===== config.mk =====
export PLATFORM = sky130hd
export DESIGN_NAME = udp_num_decoder
export DESIGN_NICKNAME = d
export VERILOG_FILES = /design/src/rtl/eth_num_pkg.sv /design/src/rtl/ascii_field_acc.sv /design/src/rtl/udp_num_decoder.sv
export SDC_FILE = /design/constraint.sdc
export NUM_CORES = 1
export LEC_CHECK = 0
export CAP_MARGIN = 5
export CORE_MARGIN = 4
export CORE_UTILIZATION = 55
export CTS_CLUSTER_SIZE = 10
export DETAILED_ROUTE_END_ITERATION = 16
export DONT_BUFFER_PORTS = 1
export PLACE_DENSITY = 0.7
export SKIP_LAST_GASP = 1
export SLEW_MARGIN = 20
export SYNTH_ARGS = -nofsm -noshare
export SYNTH_HDL_FRONTEND = slang
export SYNTH_SLANG_ARGS = --single-unit

===== constraint.sdc =====
create_clock -name rgmii_clk -period 14.4 [get_ports rgmii_clk]
set_input_delay 2.88 -clock rgmii_clk [delete_from_list [all_inputs] [get_ports rgmii_clk]]
set_output_delay 2.88 -clock rgmii_clk [all_outputs]
set_load 0.02 [all_outputs]

===== src/rtl/eth_num_pkg.sv =====
`default_nettype none
// ============================================================================
// Module   : eth_num_pkg
// Brief    : ASCII byte constants and decoder FSM encoding shared by the
//            UDP decimal-field decoder and its accumulator.
// Revision : 1.0 - initial release
// ============================================================================
package eth_num_pkg;

    localparam logic [7:0] c_ascii_zero  = 8'h30;
    localparam logic [7:0] c_ascii_nine  = 8'h39;
    localparam logic [7:0] c_ascii_comma = 8'h2C;
    localparam logic [7:0] c_ascii_cr    = 8'h0D;
    localparam logic [7:0] c_ascii_lf    = 8'h0A;

    typedef enum logic [1:0] {
        ST_IDLE  = 2'd0,
        ST_FIELD = 2'd1,
        ST_DROP  = 2'd2
    } state_t;

    function automatic logic is_digit(input logic [7:0] b);
        return (b >= c_ascii_zero) && (b <= c_ascii_nine);
    endfunction

endpackage
`default_nettype wire


===== src/rtl/ascii_field_acc.sv =====
`default_nettype none
// ============================================================================
// Module   : ascii_field_acc
// Brief    : Decimal digit accumulator with range and digit-count overflow.
// Revision : 1.0 - initial release
// ============================================================================
module ascii_field_acc
    import eth_num_pkg::*;
#(
    parameter int NUM_W      = 16,
    parameter int MAX_DIGITS = 5,
    parameter int CNT_W      = $clog2(MAX_DIGITS + 2)
) (
    input  logic             clk,
    input  logic             rstn,
    input  logic [7:0]       i_data,
    input  logic             i_clear,
    input  logic             i_enable,
    output logic [NUM_W-1:0] o_acc,
    output logic [CNT_W-1:0] o_digit_cnt,
    output logic             o_ovf
);

    logic [NUM_W-1:0]   r_acc;
    logic [CNT_W-1:0]   r_cnt;
    logic [NUM_W-1:0]   w_acc_base;
    logic [CNT_W-1:0]   w_cnt_base;
    logic [CNT_W-1:0]   w_cnt_next;
    logic [NUM_W+3:0]   w_prod;

    // Clear and enable together start a field with this byte as its first digit.
    always_comb begin
        w_acc_base = i_clear ? '0 : r_acc;
        w_cnt_base = i_clear ? '0 : r_cnt;
        w_cnt_next = w_cnt_base + 1'b1;
        w_prod     = {4'b0000, w_acc_base} * (NUM_W + 4)'(10)
                   + (NUM_W + 4)'(i_data - c_ascii_zero);
    end

    assign o_ovf = i_enable && ((w_prod[NUM_W+3:NUM_W] != 4'd0) ||
                                (w_cnt_next > CNT_W'(MAX_DIGITS)));
    assign o_acc       = r_acc;
    assign o_digit_cnt = r_cnt;

    always_ff @(posedge clk or negedge rstn) begin
        if (!rstn) begin
            r_acc <= '0;
            r_cnt <= '0;
        end else if (i_enable) begin
            r_acc <= w_prod[NUM_W-1:0];
            r_cnt <= w_cnt_next;
        end else if (i_clear) begin
            r_acc <= '0;
            r_cnt <= '0;
        end
    end

endmodule
`default_nettype wire


===== src/rtl/udp_num_decoder.sv =====
`default_nettype none
// ============================================================================
// Module   : udp_num_decoder
// Brief    : Parses comma-separated ASCII decimal fields from a UDP payload
//            into per-channel values, committing only fully valid packets.
// Revision : 1.0 - initial release
// ============================================================================
module udp_num_decoder
    import eth_num_pkg::*;
#(
    parameter int CH_NUM     = 4,
    parameter int NUM_W      = 16,
    parameter int MAX_DIGITS = 5
) (
    input  logic                          rgmii_clk,
    input  logic                          rstn,
    input  logic                          udp_rec_data_valid,
    input  logic [7:0]                    udp_rec_rdata,
    input  logic [15:0]                   udp_rec_data_length,
    output logic [CH_NUM*NUM_W-1:0]       num,
    output logic                          num_vld,
    output logic [$clog2(CH_NUM+1)-1:0]   field_cnt,
    output logic                          err,
    output logic [15:0]                   pkt_ok_cnt,
    output logic [15:0]                   pkt_err_cnt
);

    localparam int FC_W  = $clog2(CH_NUM + 1);
    localparam int CNT_W = $clog2(MAX_DIGITS + 2);

    state_t                       r_state;
    logic [FC_W-1:0]              r_field_idx;
    logic [15:0]                  r_byte_cnt;
    logic [15:0]                  r_len;
    logic [NUM_W-1:0]             r_shadow [CH_NUM];
    logic [CH_NUM-1:0][NUM_W-1:0] r_num;
    logic                         r_num_vld;
    logic                         r_err;
    logic [FC_W-1:0]              r_field_cnt;
    logic [15:0]                  r_ok_cnt;
    logic [15:0]                  r_err_cnt;

    logic [NUM_W-1:0] w_acc;
    logic [CNT_W-1:0] w_digit_cnt;
    logic             w_ovf;
    logic             w_first, w_proc, w_end;
    logic             w_is_digit, w_is_sep, w_is_eol;
    logic             w_has_digits, w_sep_ok, w_byte_err, w_end_fail;

    assign w_first    = udp_rec_data_valid && (r_state == ST_IDLE);
    assign w_proc     = udp_rec_data_valid && (r_state != ST_DROP);
    assign w_end      = !udp_rec_data_valid && (r_state != ST_IDLE);
    assign w_is_digit = is_digit(udp_rec_rdata);
    assign w_is_sep   = (udp_rec_rdata == c_ascii_comma);
    assign w_is_eol   = (udp_rec_rdata == c_ascii_cr) || (udp_rec_rdata == c_ascii_lf);

    // The accumulator still holds the previous packet's count on a first byte.
    assign w_has_digits = !w_first && (w_digit_cnt != '0);
    assign w_sep_ok     = w_has_digits && (r_field_idx != FC_W'(CH_NUM - 1));
    assign w_byte_err   = w_is_digit ? w_ovf : (w_is_sep ? !w_sep_ok : !w_is_eol);
    assign w_end_fail   = (r_state == ST_DROP) || (r_byte_cnt != r_len) ||
                          (w_digit_cnt == '0);

    ascii_field_acc #(
        .NUM_W      (NUM_W),
        .MAX_DIGITS (MAX_DIGITS),
        .CNT_W      (CNT_W)
    ) u_acc (
        .clk         (rgmii_clk),
        .rstn        (rstn),
        .i_data      (udp_rec_rdata),
        .i_clear     (w_first || (w_proc && w_is_sep)),
        .i_enable    (w_proc && w_is_digit),
        .o_acc       (w_acc),
        .o_digit_cnt (w_digit_cnt),
        .o_ovf       (w_ovf)
    );

    always_ff @(posedge rgmii_clk or negedge rstn) begin
        if (!rstn) begin
            r_state     <= ST_IDLE;
            r_field_idx <= '0;
            r_byte_cnt  <= '0;
            r_len       <= '0;
            r_num       <= '0;
            r_num_vld   <= 1'b0;
            r_err       <= 1'b0;
            r_field_cnt <= '0;
            r_ok_cnt    <= '0;
            r_err_cnt   <= '0;
            for (int k = 0; k < CH_NUM; k++) r_shadow[k] <= '0;
        end else begin
            r_num_vld <= 1'b0;
            r_err     <= 1'b0;
            if (w_proc) begin
                if (w_first) begin
                    r_field_idx <= '0;
                    r_byte_cnt  <= 16'd1;
                    r_len       <= udp_rec_data_length;
                end else if (r_byte_cnt != 16'hFFFF) begin
                    r_byte_cnt <= r_byte_cnt + 16'd1;
                end
                r_state <= w_byte_err ? ST_DROP : ST_FIELD;
                if (w_is_sep && w_sep_ok) begin
                    for (int k = 0; k < CH_NUM; k++)
                        if (FC_W'(k) == r_field_idx) r_shadow[k] <= w_acc;
                    r_field_idx <= r_field_idx + 1'b1;
                end
            end else if (udp_rec_data_valid) begin
                if (r_byte_cnt != 16'hFFFF) r_byte_cnt <= r_byte_cnt + 16'd1;
            end else if (w_end) begin
                r_state <= ST_IDLE;
                if (w_end_fail) begin
                    r_err <= 1'b1;
                    if (r_err_cnt != 16'hFFFF) r_err_cnt <= r_err_cnt + 16'd1;
                end else begin
                    // Last field is still in the accumulator, earlier ones in shadow.
                    for (int k = 0; k < CH_NUM; k++) begin
                        if (FC_W'(k) < r_field_idx)       r_num[k] <= r_shadow[k];
                        else if (FC_W'(k) == r_field_idx) r_num[k] <= w_acc;
                    end
                    r_field_cnt <= r_field_idx + 1'b1;
                    r_num_vld   <= 1'b1;
                    r_ok_cnt    <= r_ok_cnt + 16'd1;
                end
            end
        end
    end

    assign num         = r_num;
    assign num_vld     = r_num_vld;
    assign err         = r_err;
    assign field_cnt   = r_field_cnt;
    assign pkt_ok_cnt  = r_ok_cnt;
    assign pkt_err_cnt = r_err_cnt;

endmodule
`default_nettype wire


; Yosys cells after proc, flatten, opt, wreduce, memory -nomap -nowiden
; Cells that the tools add are included.
[word_totals]
reg_bits = 221
out_inout_bits = 101
in_bits = 27
elab_cells = 127
[op_classes]
bitwise = 3
n_lt_le_gt_ge = 7
add_sub_neg = 7
reduce_logical = 45
eq_ne = 13
muxes = 32
mul = 1
[op_table]
columns = operator, count
row1 = $mux W16, 14
row2 = $add A16 B1 Y16 const B, 3
row3 = $ne A16 B16 Y1 const B, 2
row4 = $reduce_and A5 Y1, 5
row5 = $add A20 B20 Y20, 1
row6 = $mul A16 B3 Y19 const B, 1
row7 = $eq A8 B4 Y1 const B, 2
row8 = $ne A16 B16 Y1, 1
row9 = $reduce_bool A2 Y1, 8
row10 = $mux W3, 4
row11 = $reduce_and A3 Y1, 4
row12 = $logic_and A1 B1 Y1, 10
row13 = $mux W1, 10
row14 = $sub A8 B6 Y9 const B, 1
row15 = $eq A8 B6 Y1 const B, 1
row16 = $ge A8 B6 Y1 const B, 1
row17 = $le A8 B6 Y1 const B, 1
row18 = $mux W2, 4
row19 = $add A3 B1 Y3 const B, 2
row20 = $eq A2 B3 Y1 const A, 2
row21 = $logic_not A3 Y1, 2
row22 = $lt A1 B3 Y1 const A, 2
row23 = $lt A2 B3 Y1 const A, 2
row24 = $reduce_and A2 Y1, 3
row25 = other kinds (13), 22

; Depth between registers and ports, before layout
; Gate-level depths: netlist (run 1).
[logic_depth]
word_depth = 13
mapped_depth = 26
depth_no_buf = 25

; Hierarchy
; From an unflattened synthesis (run 1), not the netlist that was laid out.
[hier_totals]
cells_unflattened = 1077
hier_area_um2 = 11870.1
[modules_own_cells]
columns = module, n_inst, cells_per_inst, area_per_inst_um2, seq_area_each_um2
row1 = udp_num_decoder, 1, 771, 9257.6, 5054.8
row2 = ascii_field_acc, 1, 306, 2612.5, 475.5

; Worst setup path after synthesis (run 1)
; Ideal clock, no wire load.
[synth_path]
kind = input-to-reg
from = in udp_rec_rdata[4]
to = reg r_state[1]
required_time_ns = 14.279
n_path_buf = 1
setup_ns = 0.121
slack_ns = 6.602
stages = 24
arrival_time_ns = 7.677
path_cell_list = inv_1 > ha_1 > and4bb_1 > a41oi_2 > clkbuf_1 > and3_1 > ha_1 > fa_1 > a21o_1 > a21o_1 > a21oi_1 > o21ai_0 > a211o_1 > a21oi_1 > xnor2_1 > ha_1 > a2111oi_0 > o221ai_1 > and2_0 > nor3_1 > a21oi_1 > a2111oi_2 > nand4bb_1 > a22o_1
[synth_via]
elab_chain_len = 12
elab_cells_between_ends = 25
cone_classes = 3 x add/sub / 1 x mul / 3 x order compare / 3 x eq/ne / 6 x mux / 9 x reduce/logical
[synth_rtl]
columns = item, line_no
row1 = "start, declared", udp_num_decoder.sv:18  ; input logic [7:0] udp_rec_rdata,
row2 = $eq A8 B6 Y1, udp_num_decoder.sv:54  ; assign w_is_sep = (udp_rec_rdata == c_ascii_comma);
row3 = $logic_and A1 B1 Y1, udp_num_decoder.sv:72  ; .i_clear (w_first || (w_proc && w_is_sep)),
row4 = $logic_or A1 B1 Y1, udp_num_decoder.sv:72
row5 = $mux W16, -
row6 = $mul A16 B3 Y19, ascii_field_acc.sv:36  ; w_prod = {4'b0000, w_acc_base} * (NUM_W + 4)'(10)
row7 = $add A20 B20 Y20, ascii_field_acc.sv:37  ; + (NUM_W + 4)'(i_data - c_ascii_zero);
row8 = $reduce_bool A4 Y1, ascii_field_acc.sv:40  ; assign o_ovf = i_enable && ((w_prod[NUM_W+3:NUM_W] != 4'd0) ||
row9 = $logic_or A1 B1 Y1, ascii_field_acc.sv:40
row10 = $logic_and A1 B1 Y1, ascii_field_acc.sv:40
row11 = $mux W1 *, udp_num_decoder.sv:60  ; assign w_byte_err = w_is_digit ? w_ovf : (w_is_sep ? !w_sep_ok : !w_is_eol);
row12 = $mux W2 *, udp_num_decoder.sv:103  ; r_state <= w_byte_err ? ST_DROP : ST_FIELD;
row13 = $mux W2 *, udp_num_decoder.sv:95  ; if (w_proc) begin
row14 = "end signal, assigned", udp_num_decoder.sv:103
row15 = "end, declared", udp_num_decoder.sv:31  ; state_t r_state;
; Every way passes the cells marked *; elsewhere a longest branch is shown, timed or not.
; A chain may end at the register's enable or synchronous reset.

; Worst setup path after layout (run 1)
; Same ends and word-level chain as after synthesis.

==> PnR_summary.wiki, run 1 <==
{| class="wikitable"
! Metric !! Value
|-
| Via density per instance || 5.775
|-
| CP endpoint kind || flop
|-
| Distinct cell type count of the synthesized netlist || 61
|-
| Detailed Route Iter0 Violations || 417
|-
| Number of maximum-capacitance violations || 0
|-
| Num ports || 128
|-
| Number of buffers added by the clock tree synthesis step || 26
|-
| Headroom to the max-slew limit || 29.70%
|-
| Flip-flop cell with the highest count after synthesis || sky130_fd_sc_hd__dfrtp_1
|-
| Grt total ovfl || 0
|-
| Number of iterations in the first detailed-routing pass || 4
|-
| Post-synth EDFFs || 0
|-
| First-pass GRT wire length || 40.61 mm
|-
| Max incr delay on CP || 0.80 ns
|-
| Die area || 23310 um2
|-
| Lkg Pwr || 0.006306 uW
|-
| DRC violations left || 0
|-
| Top cell type by total area after synthesis || sky130_fd_sc_hd__dfrtp_1
|-
| Net count after synthesis || 1208
|-
| CP startpoint kind || input pin
|-
| Cells along the critical path || inv_1, ha_1, and4bb_1, a41oi_2, and2_1, ha_1, ha_1, a21oi_1, nand2_1, nor4_1, nor2_1, o31ai_1, xnor2_1, ha_1, a2111oi_0, o221ai_1, and2_0, nor3_1, a21oi_1, a2111oi_2, nand4bb_1, a22o_1
|-
| Fraction of the yosys area taken by sequential cells || 48.04%
|-
| ANT nets after route || 0
|-
| CTS Sinks || 221
|-
| Crit-path max FO || 25
|-
| Detailed placer's ending HPWL || 17.08 mm
|-
| Result of the run || finished, final reports clean
|-
| Data arrival time of the worst path || 8.49 ns
|-
| Vias in the first global route || 7782
|-
| Area share of the leading cell type in the synthesized netlist || 48.04%
|-
| Maximum number of pins on one net before global-route repair || 222
|-
| Unrepaired setup endpoints after global routing || false
|-
| Final nets || 1178
|-
| Effective utilization at floorplan || 56.34%
|-
| Root buffer cell || sky130_fd_sc_hd__clkbuf_16
|-
| Share of the cycle needed by the critical path after routing || 56.29%
|-
| Async set-reset flop share out of synthesis || 100.0%
|-
| Max Clock Freq || 123.4 MHz
|-
| Worst path slowest cell || sky130_fd_sc_hd__a41oi_2
|-
| Number of gates given a new drive strength after cts || 0
|-
| Measured slew at the worst slew-check pin || 1.055 ns
|-
| Final period demand of the worst path || 8.106 ns
|-
| Area added between synthesis and finish || 7.816%
|-
| Syn avg cell area || 10.22 um2
|-
| Clock edge transition at the registers on the reported setup and hold paths || 0.05 ns
|-
| Routed wire length per instance || 18.01 um
|-
| Die extent in x || 152.7 um
|-
| Die span in y || 152.7 um
|-
| Number of antenna violations at the first check in global routing || 0
|-
| Critical setup path kind || input pin to flop
|-
| Post-synth design cell area || 11510 um2
|-
| Total count of hold-check failures in the final report || 0
|-
| Post-place setup slack || 5.562 ns
|-
| Final Routed Wirelength || 24.66 mm
|-
| H-tree depth || 1
|-
| Bufs on Longest Clock Path || 3
|-
| Synth Register Bits || 221
|-
| Total via count in the routed design || 7906
|-
| Standard-cell rows || 52
|-
| Worst endpoint required time || 14.79 ns
|-
| Setup Skew || 0.01177 ns
|-
| Main area contributors after synthesis || sky130_fd_sc_hd__dfrtp_1 48%, sky130_fd_sc_hd__mux2_2 6.2%, sky130_fd_sc_hd__ha_1 5.9%, sky130_fd_sc_hd__mux2i_1 5.7%, sky130_fd_sc_hd__a21oi_1 4.4%
|-
| Number of slew-limit violations in the final report || 0
|-
| Setup Fix Bufs, Post-CTS || 0
|-
| TritonCTS clock tree || yes
|-
| Post-Syn Instances || 1126
|-
| Power Density || 111.0 nW/um2
|-
| Hold buffer count at cts || 0
|-
| Final worst setup slack || 6.294 ns
|-
| Cell mode on critical path || sky130_fd_sc_hd__ha_1
|-
| Final weighted congestion of routability-driven global placement || 0.8395
|-
| Worst skew pair latency || 0.51 ns
|-
| Core footprint || 20430 um2
|-
| Synthesis Warnings || 0
|-
| Maximum vdd drop || 0.08105 mV
|-
| Finish-stage setup viols || 0
|-
| Hold WC Path Type || flop to flop
|-
| Sum Neg Setup Slack || 0 ns
|-
| Count of input and output buffers || 0
|-
| Proportion of layout cells with a drive suffix above 1 || 10.46%
|-
| Number of antenna diodes || 0
|-
| Total Routing Usage GR || 20.75%
|}
==> state kept, by name, summed over array words and instances (netlist names) <==
| signal | cells |
|---|---|
| r_field_idx | 3 |
| u_acc.o_digit_cnt | 3 |
| num | 64 |
| r_shadow | 64 |
| u_acc.o_acc | 16 |
| num_vld | 1 |
| r_byte_cnt | 16 |
| r_state | 2 |
| pkt_ok_cnt | 16 |
| err | 1 |
| r_len | 16 |
| pkt_err_cnt | 16 |
| field_cnt | 3 |
==> worst max-delay path: cells and delay by family <==
kind | cells | cell delay (ns)
AO/OA/AOI/OAI | 8 | 2.62
AND/OR/NAND/NOR | 8 | 1.75
adder cells (fa/ha/maj) | 4 | 1.06
XOR/XNOR | 1 | 0.12
buffers and inverters | 1 | 0.05
==> cells in the mapped netlist (6+ instances only) <==
library cell and n:
sky130_fd_sc_hd__dfrtp_1 221, sky130_fd_sc_hd__nor2_1 115, sky130_fd_sc_hd__nand2_1 106, sky130_fd_sc_hd__a21oi_1 101, sky130_fd_sc_hd__mux2i_1 65, sky130_fd_sc_hd__mux2_2 63
sky130_fd_sc_hd__clkbuf_1 56, sky130_fd_sc_hd__ha_1 54, sky130_fd_sc_hd__xor2_1 47, sky130_fd_sc_hd__xnor2_1 43, sky130_fd_sc_hd__nand3_1 33, sky130_fd_sc_hd__o21ai_0 27
sky130_fd_sc_hd__inv_1 24, sky130_fd_sc_hd__nor3_1 17, sky130_fd_sc_hd__and3_1 16, sky130_fd_sc_hd__and2_1 15, sky130_fd_sc_hd__a31oi_1 11, sky130_fd_sc_hd__nand2b_1 10
sky130_fd_sc_hd__nand4_1 10, sky130_fd_sc_hd__a21o_1 9, sky130_fd_sc_hd__nor4_1 7, sky130_fd_sc_hd__o21bai_1 6
==> cell families after synthesis <==
logic type	after synthesis	share of synthesized area (%)
buf+inv	89	2.978
xor+xnor	90	6.848
flops	221	48.04
compound gates	195	10.34
fa+ha+maj	55	6.044
simple gates	348	13.93
mux	128	11.82
==> placed cells by master (no fill, tap or decap), drive strengths merged, types with 2 or more instances in the layout <==
cell | synthesis | final
o21ai | 27 | 27
a21o | 9 | 9
o21bai | 6 | 6
a31oi | 11 | 11
buf | 9 | 7
nor2 | 115 | 115
xnor2 | 43 | 43
nand2 | 106 | 106
nand2b | 10 | 10
dfrtp | 221 | 221
o31ai | 3 | 3
a31o | 3 | 3
o21a | 4 | 4
nand3 | 33 | 33
inv | 24 | 24
mux2 | 63 | 63
nand4 | 10 | 10
clkbuf | 56 | 28
a22o | 2 | 2
clkinv | 0 | 2
nor4 | 7 | 7
a211oi | 3 | 3
and3 | 16 | 16
nor3 | 17 | 17
and2 | 16 | 16
a2111oi | 3 | 3
mux2i | 65 | 65
nor2b | 4 | 4
o311a | 2 | 2
and4 | 4 | 4
ha | 54 | 54
xor2 | 47 | 47
or3 | 4 | 4
a21oi | 102 | 102
nor3b | 3 | 3
a21boi | 2 | 2
o211ai | 4 | 4
==> final cells by class <==
class | count | area (um2)
inverters | 24 | 90.09
multi-input cells | 816 | 5683
repair buffers | 7 | 60.06
flip-flops and latches | 221 | 5530
clock inverters | 3 | 51.30
well taps | 270 | 337.8
fillers | 1707 | 8019
clock buffers | 28 | 658.1
==> path summary, 6_finish.rpt <==
check,start,to,slack (ns),depth (start not counted)
setup reg to reg,r_state[0],r_state[1],8.40,22
min in group asynchronous,rstn,pkt_ok_cnt[11],2.07,0
hold reg to reg,r_shadow[9],r_shadow[9],0.37,0
setup / recovery,udp_rec_rdata[4],r_state[1],6.29,22
hold / removal,r_shadow[9],r_shadow[9],0.37,0
max in group asynchronous,rstn,r_shadow[42],12.00,0
==> power breakdown <==
group          total [uW]  switching (uW)  internal, uW  leakage [uW]
Clock                 566             229           338      0.000348
Combinational         101            55.1          45.6       0.00308
Sequential            710            58.8           651       0.00288
==> metal layers <==
layer  GRT usage, %  vias up  share of wire, %
met5              0        -                 0
met1          28.65     3889                46
met3          4.516       29               5.1
li1               -     3848                 -
met2          34.12      140                48
met4          4.370        0               1.5
==> through the flow <==
step	instances	utilization, %	area, um2	hold WS (ns)	total power, uW
2_1_floorplan	1126	-	11510	0.4288	791.5
3_3_place_gp	1337	57.13	11670	0.3644	817.3
3_5_place_dp	1337	57.13	11670	0.3663	821.3
4_1_cts	1368	60.60	12380	0.3782	1394
5_1_grt	1369	60.75	12410	0.3880	1440
6_report	1369	60.75	12410	0.3740	1377
Power figures use the tool's default switching activity.
==> run 2, diff against run 1 <==
==> constraint.sdc (replaced) <==
create_clock -name rgmii_clk -period 7.5 [get_ports rgmii_clk]
set_input_delay 1.5 -clock rgmii_clk [delete_from_list [all_inputs] [get_ports rgmii_clk]]
set_output_delay 1.5 -clock rgmii_clk [all_outputs]
set_load 0.02 [all_outputs]
==> PnR_summary.wiki, run 2 (synthesis results as in run 1) <==
{| class="wikitable"
! Metric !! Value
|-
| Maximum vdd drop || 0.1435 mV (was 0.08105 mV)
|-
| Final nets || 1179 (was 1178)
|-
| Setup Skew || 0.01166 ns (was 0.01177 ns)
|-
| Vias in the first global route || 8064 (was 7782)
|-
| Result of the run || finished, final reports clean (unchanged)
|-
| Via density per instance || 5.808 (was 5.775)
|-
| Footprint of the flip-flops and latches || 5530 um2 (unchanged)
|-
| Final Routed Wirelength || 24.74 mm (was 24.66 mm)
|-
| Setup Fix Bufs, Post-CTS || 0 (unchanged)
|-
| Maximum number of pins on one net before global-route repair || 222 (unchanged)
|-
| Num ports || 128 (unchanged)
|-
| Measured slew at the worst slew-check pin || 1.131 ns (was 1.055 ns)
|-
| Total Routing Usage GR || 21.19% (was 20.75%)
|-
| Unrepaired setup endpoints after global routing || false (unchanged)
|-
| Detailed placer's ending HPWL || 17.34 mm (was 17.08 mm)
|-
| Origin of the critical flop-to-flop path || r_state[0] (unchanged)
|-
| TritonCTS clock tree || yes (unchanged)
|-
| Worst endpoint required time || 7.90 ns (was 14.79 ns)
|-
| First-pass GRT wire length || 41.51 mm (was 40.61 mm)
|-
| Beginning of the worst hold path || r_shadow[3] (was r_shadow[9])
|-
| Sum Neg Setup Slack || 0 ns (unchanged)
|-
| Total via count in the routed design || 7957 (was 7906)
|-
| Number of slew-limit violations in the final report || 0 (unchanged)
|-
| Max Clock Freq || 152.7 MHz
|-
| Data arrival time of the worst path || 6.95 ns (was 8.49 ns)
|-
| Number of buffers added by the clock tree synthesis step || 26 (unchanged)
|-
| Die span in y || 152.7 um (unchanged)
|-
| Post-Layout Cell Count || 1370 (was 1369)
|-
| Reg-to-Reg End || r_state[1] (unchanged)
|-
| Die extent in x || 152.7 um (unchanged)
|-
| Met3 Use GR || 4.999% (was 4.516%)
|-
| Core footprint || 20430 um2 (unchanged)
|-
| Crit-path max FO || 19 (was 25)
|-
| Count of input and output buffers || 0 (unchanged)
|-
| Number of iterations in the first detailed-routing pass || 5 (was 4)
|-
| Layer with the highest usage || met2 (unchanged)
|-
| Most used cells in the layout excluding fill and tap cells || 221 x sky130_fd_sc_hd__dfrtp_1, 114 x sky130_fd_sc_hd__nor2_1, 106 x sky130_fd_sc_hd__nand2_1 (unchanged)
|-
| Worst r2r path cells || 22 (unchanged)
|-
| Worst skew pair latency || 0.52 ns (was 0.51 ns)
|-
| Post-place setup slack || 0.4683 ns (was 5.562 ns)
|-
| DRC violations left || 0 (unchanged)
|-
| Proportion of layout cells with a drive suffix above 1 || 10.64% (was 10.46%)
|-
| Number of gates given a new drive strength after cts || 0 (unchanged)
|-
| Critical setup path kind || input pin to flop (unchanged)
|-
| Total count of hold-check failures in the final report || 0 (unchanged)
|-
| Power Density || 213.7 nW/um2 (was 111.0 nW/um2)
|-
| Number of antenna violations at the first check in global routing || 0 (unchanged)
|-
| Detailed Route Iter0 Violations || 472 (was 417)
|-
| Bufs on Longest Clock Path || 3 (unchanged)
|-
| Cell count of the worst hold path || 0 (unchanged)
|-
| Finish-stage setup viols || 0 (unchanged)
|-
| Share of the cycle needed by the critical path after routing || 87.30%
|-
| H-tree depth || 1 (unchanged)
|-
| Standard-cell rows || 52 (unchanged)
|-
| Number of maximum-capacitance violations || 0 (unchanged)
|-
| Clock edge transition at the registers on the reported setup and hold paths || 0.06 ns (was 0.05 ns)
|-
| Grt total ovfl || 0 (unchanged)
|-
| CP startpoint kind || input pin (unchanged)
|-
| Final worst setup slack || 0.9522 ns (was 6.294 ns)
|-
| Effective utilization at floorplan || 56.34% (unchanged)
|-
| Most frequent standard cell in the layout excluding fill and tap cells || sky130_fd_sc_hd__dfrtp_1 (unchanged)
|-
| Final weighted congestion of routability-driven global placement || 0.8245 (was 0.8395)
|-
| Global-route met2 utilization || 35.24% (was 34.12%)
|-
| Hold WC Path Type || flop to flop (unchanged)
|-
| Multi-input logic area || 5679 um2 (was 5683 um2)
|-
| Lkg Pwr || 0.006305 uW (was 0.006306 uW)
|-
| ANT nets after route || 0 (unchanged)
|-
| Number of antenna diodes || 0 (unchanged)
|-
| Hold buffer count at cts || 0 (unchanged)
|-
| Filler instances || 1692 (was 1707)
|-
| Final period demand of the worst path || 6.548 ns
|-
| Met1 routing resource usage after global routing || 28.11% (was 28.65%)
|-
| Number of placed cells counting well taps || 1339 (was 1337)
|-
| Headroom to the max-slew limit || 24.55% (was 29.70%)
|-
| CTS Sinks || 221 (unchanged)
|-
| Routed wire length per instance || 18.05 um (was 18.01 um)
|-
| Root buffer cell || sky130_fd_sc_hd__clkbuf_16 (unchanged)
|-
| Die area || 23310 um2 (unchanged)
|-
| Endpoint with the worst hold slack || r_shadow[3] (was r_shadow[9])
|-
| R2r setup slk || 1.43 ns (was 8.40 ns)
|-
| CP endpoint kind || flop (unchanged)
|-
| Area added between synthesis and finish || 7.783% (was 7.816%)
|}
-- run 2: cell types whose count changed in the layout (fill, tap and decap cells not counted), sizes merged --
cell / previous run / this run
buf: 7 / 8
-- run 2: final cells by class --
type / instances / share of cell area (%)
Multi-Input combinational cell: 816 / 45.77
Sequential cell: 221 / 44.57
Clock inverter: 3 / 0.4135
Timing Repair Buffer: 8 / 0.4841
Clock buffer: 28 / 5.305
Tap cell: 270 / 2.723
Inverter: 24 / 0.7261
-- run 2: critical path: stages --
cell and delay (ns):
sky130_fd_sc_hd__inv_1 0.08, sky130_fd_sc_hd__ha_1 0.15, sky130_fd_sc_hd__and4bb_1 0.29, sky130_fd_sc_hd__a41oi_2 0.41
sky130_fd_sc_hd__and3_1 0.35, sky130_fd_sc_hd__ha_1 0.21, sky130_fd_sc_hd__fa_1 0.40, sky130_fd_sc_hd__a21o_1 0.17
sky130_fd_sc_hd__a21o_1 0.19, sky130_fd_sc_hd__a21oi_1 0.18, sky130_fd_sc_hd__o21ai_0 0.22, sky130_fd_sc_hd__a211o_1 0.30
sky130_fd_sc_hd__a21oi_1 0.17, sky130_fd_sc_hd__xnor2_1 0.17, sky130_fd_sc_hd__ha_1 0.31, sky130_fd_sc_hd__a2111oi_0 0.48
sky130_fd_sc_hd__o221ai_1 0.20, sky130_fd_sc_hd__and2_0 0.20, sky130_fd_sc_hd__nor3_1 0.18, sky130_fd_sc_hd__a21oi_1 0.07
sky130_fd_sc_hd__a2111oi_2 0.29, sky130_fd_sc_hd__nand4bb_1 0.16, sky130_fd_sc_hd__a22o_1 0.25
-- run 2: metal layers --
layer / vias up / wire (um) / share of wire, %
li1: 3841 / - / -
met5: - / 0 / 0
met2: 169 / 11920 / 48
met3: 31 / 1477 / 6.0
met1: 3916 / 10860 / 44
met4: 0 / 477 / 1.9
-- run 2: per-stage QoR --
step	total power, uW	instance area [um2]	hold slack, ns	utilization, %
floorplan	1520	11510	0.4288	-
global placement	1571	11690	0.3644	57.20
detailed placement	1578	11690	0.3680	57.20
CTS	2679	12400	0.3794	60.67
global route	2769	12410	0.3854	60.73
finish	2651	12410	0.3743	60.73
-- run 2: worst max-delay path by stage --
stage                                 from         end  slack [ns]  cells past startpoint
after detailed placement  udp_rec_rdata[4]  r_state[1]        0.47                     23
after CTS                 udp_rec_rdata[4]  r_state[1]        1.01                     23
after global placement    udp_rec_rdata[4]  r_state[1]        0.68                     23
after floorplan           udp_rec_rdata[4]  r_state[1]        1.08                     24
final                     udp_rec_rdata[4]  r_state[1]        0.95                     23
after global routing      udp_rec_rdata[4]  r_state[1]        0.51                     23
-- run 2: report_power, final --
group          switching [uW]  leakage [uW]  internal, uW  total (uW)
sequential                112       0.00288          1250        1360
combinational             106       0.00308          87.5         194
clock                     447      0.000348           648        1100
total                     665       0.00631          1990        2650
==> run 3, diff against run 2 <==
--- a/config.mk
+++ b/config.mk
@@ -12,7 +12,6 @@
 export DETAILED_ROUTE_END_ITERATION = 16
 export DONT_BUFFER_PORTS = 1
 export PLACE_DENSITY = 0.7
-export SKIP_LAST_GASP = 1
 export SLEW_MARGIN = 20
 export SYNTH_ARGS = -nofsm -noshare
 export SYNTH_HDL_FRONTEND = slang
==> results of run 3 <==
The final DEF is identical to that of run 2; final timing and power are the same.
